### src/rtl/comparator_pkg.sv
// comparator_pkg: shared definitions for the comparator_stream block.
//   - 2-bit outcome codes produced by cmp_core.
//   - outcome_to_flags(): maps an outcome code onto the one-hot
//     {mayor, menor, igual} flag vector held by the result register.
package comparator_pkg;

  typedef logic [1:0] cmp_outcome_t;

  localparam cmp_outcome_t CMP_MAYOR = 2'd0;
  localparam cmp_outcome_t CMP_MENOR = 2'd1;
  localparam cmp_outcome_t CMP_IGUAL = 2'd2;

  // Flag vector bit order is {mayor, menor, igual}; an unused code maps to
  // all-zero so an illegal outcome can never look like a valid result.
  function automatic logic [2:0] outcome_to_flags(input cmp_outcome_t outcome);
    logic [2:0] flags;
    case (outcome)
      CMP_MAYOR: flags = 3'b100;
      CMP_MENOR: flags = 3'b010;
      CMP_IGUAL: flags = 3'b001;
      default:   flags = 3'b000;
    endcase
    return flags;
  endfunction

endpackage

### src/rtl/comparator_stream_cmp_core.sv
// cmp_core: purely combinational N-bit magnitude comparator.
// Ports:
//   a_i, b_i      - operands (N bits)
//   signed_i      - 1: two's-complement compare, 0: unsigned
//   outcome_o     - CMP_MAYOR / CMP_MENOR / CMP_IGUAL
module cmp_core
  import comparator_pkg::*;
#(
  parameter int N = 8
) (
  input  logic [N-1:0]  a_i,
  input  logic [N-1:0]  b_i,
  input  logic          signed_i,
  output cmp_outcome_t  outcome_o
);

  // Flipping the sign bit maps two's-complement order onto unsigned order,
  // so one unsigned comparator serves both modes (also correct for N=1).
  logic [N-1:0] msb_mask_s;
  logic [N-1:0] a_u_s;
  logic [N-1:0] b_u_s;

  assign msb_mask_s = N'(signed_i) << (N - 1);
  assign a_u_s      = a_i ^ msb_mask_s;
  assign b_u_s      = b_i ^ msb_mask_s;

  always_comb begin
    outcome_o = CMP_IGUAL;
    if (a_u_s > b_u_s) begin
      outcome_o = CMP_MAYOR;
    end else if (a_u_s < b_u_s) begin
      outcome_o = CMP_MENOR;
    end else begin
      outcome_o = CMP_IGUAL;
    end
  end

endmodule

### src/rtl/comparator_stream.sv
// comparator_stream: registered, valid/ready-handshaked magnitude comparator
// with saturating per-outcome event counters.
// Ports:
//   clk, rst               - clock, synchronous active-high reset
//   piValid / poReady      - input handshake (poReady = ~poValid | piReady)
//   piA, piB, piSigned     - operand pair and compare mode, sampled on accept
//   poValid / piReady      - output handshake
//   poMayor/poMenor/poIgual- one-hot result flags (registered)
//   piClear                - synchronous clear of the counters
//   poCntMayor/Menor/Igual - saturating outcome counters (CNT_W bits)
module comparator_stream
  import comparator_pkg::*;
#(
  parameter int N     = 8,
  parameter int CNT_W = 16
) (
  input  logic             clk,
  input  logic             rst,
  input  logic             piValid,
  output logic             poReady,
  input  logic [N-1:0]     piA,
  input  logic [N-1:0]     piB,
  input  logic             piSigned,
  output logic             poValid,
  input  logic             piReady,
  output logic             poMayor,
  output logic             poMenor,
  output logic             poIgual,
  input  logic             piClear,
  output logic [CNT_W-1:0] poCntMayor,
  output logic [CNT_W-1:0] poCntMenor,
  output logic [CNT_W-1:0] poCntIgual
);

  cmp_outcome_t     outcome_s;
  logic             accept_s;
  logic             xfer_s;
  logic             valid_q,     valid_d;
  logic [2:0]       flags_q,     flags_d;
  logic [CNT_W-1:0] cnt_mayor_q, cnt_mayor_d;
  logic [CNT_W-1:0] cnt_menor_q, cnt_menor_d;
  logic [CNT_W-1:0] cnt_igual_q, cnt_igual_d;

  // Clear zeroes the base first so a pair accepted on the clear edge still
  // lands as a count of 1; all-ones holds instead of wrapping.
  function automatic logic [CNT_W-1:0] next_count(input logic [CNT_W-1:0] cur,
                                                  input logic clr,
                                                  input logic hit);
    logic [CNT_W-1:0] base;
    base = clr ? {CNT_W{1'b0}} : cur;
    if (hit && (base != {CNT_W{1'b1}})) begin
      return base + {{(CNT_W-1){1'b0}}, 1'b1};
    end else begin
      return base;
    end
  endfunction

  cmp_core #(.N(N)) u_cmp_core (
    .a_i       (piA),
    .b_i       (piB),
    .signed_i  (piSigned),
    .outcome_o (outcome_s)
  );

  assign poReady  = ~valid_q | piReady;
  assign accept_s = piValid & poReady;
  assign xfer_s   = valid_q & piReady;

  always_comb begin
    valid_d     = valid_q;
    flags_d     = flags_q;
    if (accept_s) begin
      valid_d = 1'b1;
      flags_d = outcome_to_flags(outcome_s);
    end else if (xfer_s) begin
      valid_d = 1'b0;
    end else begin
      valid_d = valid_q;
    end
    cnt_mayor_d = next_count(cnt_mayor_q, piClear, accept_s && (outcome_s == CMP_MAYOR));
    cnt_menor_d = next_count(cnt_menor_q, piClear, accept_s && (outcome_s == CMP_MENOR));
    cnt_igual_d = next_count(cnt_igual_q, piClear, accept_s && (outcome_s == CMP_IGUAL));
  end

  always_ff @(posedge clk) begin
    if (rst) begin
      valid_q     <= 1'b0;
      flags_q     <= 3'b000;
      cnt_mayor_q <= {CNT_W{1'b0}};
      cnt_menor_q <= {CNT_W{1'b0}};
      cnt_igual_q <= {CNT_W{1'b0}};
    end else begin
      valid_q     <= valid_d;
      flags_q     <= flags_d;
      cnt_mayor_q <= cnt_mayor_d;
      cnt_menor_q <= cnt_menor_d;
      cnt_igual_q <= cnt_igual_d;
    end
  end

  assign poValid    = valid_q;
  assign poMayor    = flags_q[2];
  assign poMenor    = flags_q[1];
  assign poIgual    = flags_q[0];
  assign poCntMayor = cnt_mayor_q;
  assign poCntMenor = cnt_menor_q;
  assign poCntIgual = cnt_igual_q;

endmodule

### config.mk
export PLATFORM = sky130hd
export DESIGN_NAME = comparator_stream
export DESIGN_NICKNAME = d
export VERILOG_FILES = /design/src/rtl/comparator_pkg.sv /design/src/rtl/comparator_stream_cmp_core.sv /design/src/rtl/comparator_stream.sv
export SDC_FILE = /design/constraint.sdc
export NUM_CORES = 1
export LEC_CHECK = 0
export CORE_ASPECT_RATIO = 0.9
export CORE_UTILIZATION = 45
export DETAILED_ROUTE_END_ITERATION = 10
export PLACE_DENSITY = 0.77
export SLEW_MARGIN = 5
export SYNTH_ARGS = -nofsm -noshare
export SYNTH_HDL_FRONTEND = slang
export SYNTH_SLANG_ARGS = --single-unit
### constraint.sdc
create_clock -name clk -period 3.27 [get_ports clk]
set_input_delay 0.8175 -clock clk [delete_from_list [all_inputs] [get_ports clk]]
set_output_delay 0.8175 -clock clk [all_outputs]
set_load 0.1 [all_outputs]
* Yosys cells after proc, flatten, opt, wreduce, memory -nomap -nowiden
Index checks and enable logic that the tools add are counted.
Operators by class: $add $sub $neg 3, $lt $le $gt $ge 2, equal/unequal tests 5, mux-type cells 11, bitwise gates (word level) 6, reductions and logical operators 8
Operators by type and width (number):
- two-way mux 16 bit | 6
- adder 16 x 1 -> 16 bit (second input constant) | 3
- != test 16 bit (second input constant) | 3
- bitwise XOR 8 bit | 2
- case mux 3 bit (3 select lines) | 1
- greater-than comparator 8 bit | 1
- < comparator 8 bit | 1
- logical AND 1 bit | 6
- two-way mux 2 bit | 2
- AND 1 bit | 2
- equality test 2 x 1 -> 1 bit (second input constant) | 1
- equality test 2 bit (second input constant) | 1
- logical NOT 2 bit | 1
- two-way mux 1 bit | 2
- nonzero test 2 bit | 1
- inverter 1 bit | 1
- OR 1 bit | 1
Storage, ports and cells: bits in registers 52, input bits 22, output and inout bits 53, word-level logic and storage cells 40

* Logic depth before layout (Yosys ltp)
word-level depth 8, mapped depth 12, depth with buffers taken out 8

* Modules after synthesis
A second synthesis with hierarchy kept.
Unflattened totals: cell total of the unflattened synthesis 325, area total of the unflattened synthesis 2783.9 um^2
Modules (own cells, without submodules):
- comparator_stream | instances 1, cells an instance 296, area each 2563.7 um^2, seq. area each 1041.0 um^2
- cmp_core | instances 1, cells an instance 29, area each 220.2 um^2, seq. area each 0.0 um^2

* Worst setup path after synthesis
No wires, ideal clock.
kind in2reg, start input piClear, end register cnt_menor_q[11] (netlist: poCntMenor[11]), setup time 0.121 ns, arrival 3.189 ns, data required time 3.149 ns, path slack -0.040 ns, stages 11, path buffers 3, cells stage by stage buf_6 clkbuf_1 clkbuf_1 nor2b_1 ha_1 nand4_1 or4b_1 nor2_2 nor3_1 nand3_1 mux2_2
Between the ends: cells in the longest elaborated chain, start to end 4, elaborated cells on any way between the ends 5, classes of those cells 1 x add/sub; 1 x eq/ne; 2 x mux; 1 x reduce/logical
Ends and longest elaborated chain:
- from (decl) | line comparator_stream.sv:29 | input logic piClear,
- two-way mux 16 bit (*) | line comparator_stream.sv:50 | base = clr ? {CNT_W{1'b0}} : cur;
- branches (longest 2 deep; another with adder 16 x 1 -> 16 bit)
- two-way mux 16 bit (*) | line comparator_stream.sv:51 | if (hit && (base != {CNT_W{1'b1}})) begin
- to (signal assigned) | line comparator_stream.sv:90 | cnt_menor_q <= {CNT_W{1'b0}};
- to (signal assigned) | line comparator_stream.sv:96 | cnt_menor_q <= cnt_menor_d;
- to (decl) | line comparator_stream.sv:41 | logic [CNT_W-1:0] cnt_menor_q, cnt_menor_d;
Mark *: on every way between the ends. A chain may end at the register's enable or synchronous reset.

* Final worst setup path
start input piSigned, end register cnt_igual_q[7] (netlist: poCntIgual[7])
Between the ends: cells in the longest elaborated chain, start to end 8, elaborated cells on any way between the ends 10, classes of those cells 2 x order compare; 1 x eq/ne; 3 x mux; 2 x bitwise; 2 x reduce/logical
Ends and longest elaborated chain:
- from (decl) | line comparator_stream.sv:23 | input logic piSigned,
- bitwise XOR 8 bit (on tied branches) | line comparator_stream_cmp_core.sv:24, comparator_stream_cmp_core.sv:25
- < comparator 8 bit | line comparator_stream_cmp_core.sv:31 | end else if (a_u_s < b_u_s) begin
- two-way mux 2 bit | line comparator_stream_cmp_core.sv:31
- two-way mux 2 bit (*) | line comparator_stream_cmp_core.sv:29 | if (a_u_s > b_u_s) begin
- equality test 2 bit (*) | line comparator_stream.sv:82 | cnt_igual_d = next_count(cnt_igual_q, piClear, accept_s && (outcome_s == CMP_IGUAL));
- logical AND 1 bit (*) | line comparator_stream.sv:82
- logical AND 1 bit (*) | line comparator_stream.sv:51
- two-way mux 16 bit (*) | line comparator_stream.sv:51
- to (signal assigned) | line comparator_stream.sv:91 | cnt_igual_q <= {CNT_W{1'b0}};
- to (signal assigned) | line comparator_stream.sv:97 | cnt_igual_q <= cnt_igual_d;
- to (decl) | line comparator_stream.sv:42 | logic [CNT_W-1:0] cnt_igual_q, cnt_igual_d;
Every way passes the cells marked *; elsewhere a longest branch is shown, timed or not.

==> reports/results.md <==
• outcome: finished clean
• Post-synth ARST share: 0%
• #FFs+latches synth: 52
• drt initial violations: 148
• clk buf depth: 2
• height of the die: 78.79 um
• Clk Tree Root Cell: clkbuf_8
• CTS Buf Count: 5
• NumNets Final: 501
• final antenna-violating net count: 0
• Setup crit start kind: primary input
• final hold vios: 0
• routed wire length: 8.141 mm
• top post-synthesis cells by count: dfxtp_1, nor2_1, nand2_1, a21oi_1, xnor2_1
• Detail Route met2 WL: 3.751 mm
• global-route wire length before repair: 13.56 mm
• startpoint of the most critical register-to-register path: poCntMenor[1]
• Post-Syn Area: 2948 um^2
• cell-by-cell listing of the critical path: clkdlybuf4s50_1, xor2_1, ha_1, nand4_1, or2_1, a311o_2, nor4_1, nor4b_1, a21o_1
• worst hold slack: 463.6 ps
• predominant post-synthesis flop cell: dfxtp_1
• Critical R2R Capture: poCntMenor[5]
• max-slew violation count: 0
• final non-filler cell total: 555
• number of enable flip-flop cells after synthesis: 0
• die extent in x: 87.32 um
• GRT Overall Usage: 24.72%
• overall via count from detail_route: 3088
• post-synth net total: 392
• latest clock arrival within the worst-skew pair: 310 ps
• routability-driven placement congestion ratio: 0.8889
• leakage dissipation: 1.583 nW
• cell with the most instances after synthesis: dfxtp_1
• initial antenna violation count: 0
• Syn Area/Cell: 8.211 um^2
• largest net degree at the start of global routing: 26
• peak per-stage delay on the critical path: 480 ps
• clock tree skew after final layout: 9.400 ps
• slowest cell on the critical path: a311o_2
• detailed-route DRC error count: 0
• Synth area leader: dfxtp_1
• Comb power frac: 16.6%
• uppermost metal layer occupied by signal nets: met4
• CP Class: primary input to flop
• setup_tns: 0 ps
• num rows: 27
• number of global-route vias before repair: 2930
• Port Buffer Count: 74
• CTS HTree Levels: 2
• hold wc startpoint: flags_q[0]
• biggest fanout along the worst timing path: 12
• Mapped Cells: 359
• Setup-failing EPs final: 0
• Cell Int Power: 1.033 mW
• net switching share of the total power: 25.69%
• growth of design area from synthesis to finish: 37.65%
• post-route fraction of the period consumed by the critical path: 95.09%
• Initial Util: 47.42%
• Clk pin slew, worst setup/hold paths: 100 ps
• slew at the pin closest to its max-slew limit: 465.0 ps
• capturing element type of the critical path: flop
• Ys Warns: 0
• DR vias/cell: 5.564
• setup slack of the worst register-to-register path: 960 ps
• diode count: 0
• area of the core: 6216 um^2
• I/O pins: 75
• wire per inst: 14.67 um
• Die Area: 6879 um^2
• Min-Delay Path Class: flop to flop
• number of sinks handled by clock tree synthesis: 52
• Tmin final: 3109 ps
• met1 routed wirelength after detailed routing: 3.738 mm
• max-cap violations: 0
• proportion of synthesized chip area in sequential cells: 35.31%
• Distinct cells, synth: 54
• Synth area leaders: dfxtp_1, xnor2_1, ha_1, a21oi_1, nor2_1
• CP Data Required Time: 3470 ps
• depth of the most critical reg-to-reg path: 10
• total congestion overflow: 0
• part of the power in the clock network: 37.1%
• worst path arrival time: 3310 ps
• hold depth: 2
• total power: 1.390 mW
• Flop pwr share: 46.3%
• Highest Clock Rate: 0.3216 GHz
• post-CTS repair timing setup buffer count: 0
• number of detailed-route iterations in the first pass: 4
• layout cells sized above 1: 25.64%
• share of the core filled with cells: 65.28%
• hold worst-path end: flags_q[0]
• worst slew slack as a fraction of its limit: 68.76%
• total met3 wirelength after detailed routing: 534 um
• detailed-placement wirelength estimate: 6.138 mm
• share of the synthesized area in the top cell type: 35.31%
• peak supply drop: 241.6 uV
• clock tree from TritonCTS: yes
• sw power: 357.0 uW
• PwrDens: 342.5 nW/um^2
• cell count after placement: 548
-- worst max-delay path by stage --
| stage | cells past startpoint | from | endpoint | slack (ps) |
|---|---|---|---|---|
| 2_1_floorplan | 11 | piClear | poCntMenor[11] | 10 |
| 3_3_place_gp | 9 | piSigned | poCntMenor[11] | -90 |
| 3_5_place_dp | 9 | piSigned | poCntMenor[11] | -230 |
| 4_1_cts | 9 | piSigned | poCntMenor[11] | 90 |
| 5_1_grt | 9 | piSigned | poCntIgual[4] | -0.1 |
| 6_report | 9 | piSigned | poCntIgual[7] | 160 |
-- cell families after synthesis --
group	count (synthesis)	synth area share, %
AOI/OAI and AO/OA	63	13.54
xor gates and xnor gates	21	6.240
adders and majority gates	11	4.669
buffers and inverters	28	4.371
DFF	52	35.31
muxes	3	1.061
and+or+nand+nor	181	34.81
-- sequential cells by signal (all words and copies together) (netlist names) --
| name | count |
|---|---|
| flags_q | 3 |
| poCntIgual | 16 |
| poCntMayor | 16 |
| poCntMenor | 16 |
| poValid | 1 |
-- what timing repair did --
action / CTS / global route
setup endpoints to repair: 0 / 4
hold endpoints to repair: 0 / 0
resized for setup: 0 / 2
hold buffers: 0 / 0
-- cell type report --
type,count,area [um^2]
Tap cell,87,108.9
Timing Repair Buffer,115,928.4
Clock buffer,5,68.82
Fill cell,581,2158
Inverter,15,56.30
Multi-Input combinational cell,279,1794
Clock inverter,2,60.06
Sequential cell,52,1041
-- power groups by stage --
stage / Sequential [mW] / Combinational (mW) / Clock, mW
detailed placement: 0.658 / 0.226 / 0
finish: 0.644 / 0.231 / 0.516
global placement: 0.658 / 0.222 / 0
CTS: 0.644 / 0.227 / 0.523
global route: 0.645 / 0.248 / 0.552
floorplan: 0.703 / 0.0917 / 0
-- metal layers --
| metal | global-route usage, % | up-vias |
|---|---|---|
| met5 | 0 | - |
| met4 | 7.869 | 0 |
| met3 | 4.990 | 15 |
| met2 | 41.25 | 103 |
| met1 | 31.86 | 1444 |
| li1 | - | 1526 |
-- worst max-delay path, delay by kind of cell --
| kind | cells | cell delay (ps) |
|---|---|---|
| adders and majority gates | 1 | 320 |
| buffers and inverters | 1 | 450 |
| and+or+nand+nor | 4 | 890 |
| AOI/OAI and AO/OA | 2 | 640 |
| xor gates and xnor gates | 1 | 180 |
-- placed cells by master (no fill, tap or decap), types with 13 or more instances in the layout --
cell type and n:
a21oi_1 26, buf_4 93, clkdlybuf4s50_1 21, dfxtp_1 52, inv_1 14, nand2_1 29, nand3_1 16, nand4_1 13
nor2_1 34, xnor2_1 19
-- through the flow --
| stage | setup slack (ps) | cell area [um^2] |
|---|---|---|
| 2_1_floorplan | 10.77 | 2953 |
| 3_3_place_gp | -92.80 | 3916 |
| 3_5_place_dp | -228.0 | 3916 |
| 4_1_cts | 92.98 | 4045 |
| 5_1_grt | -0.1272 | 4058 |
| 6_report | 160.7 | 4058 |
Power figures use the tool's default switching activity.
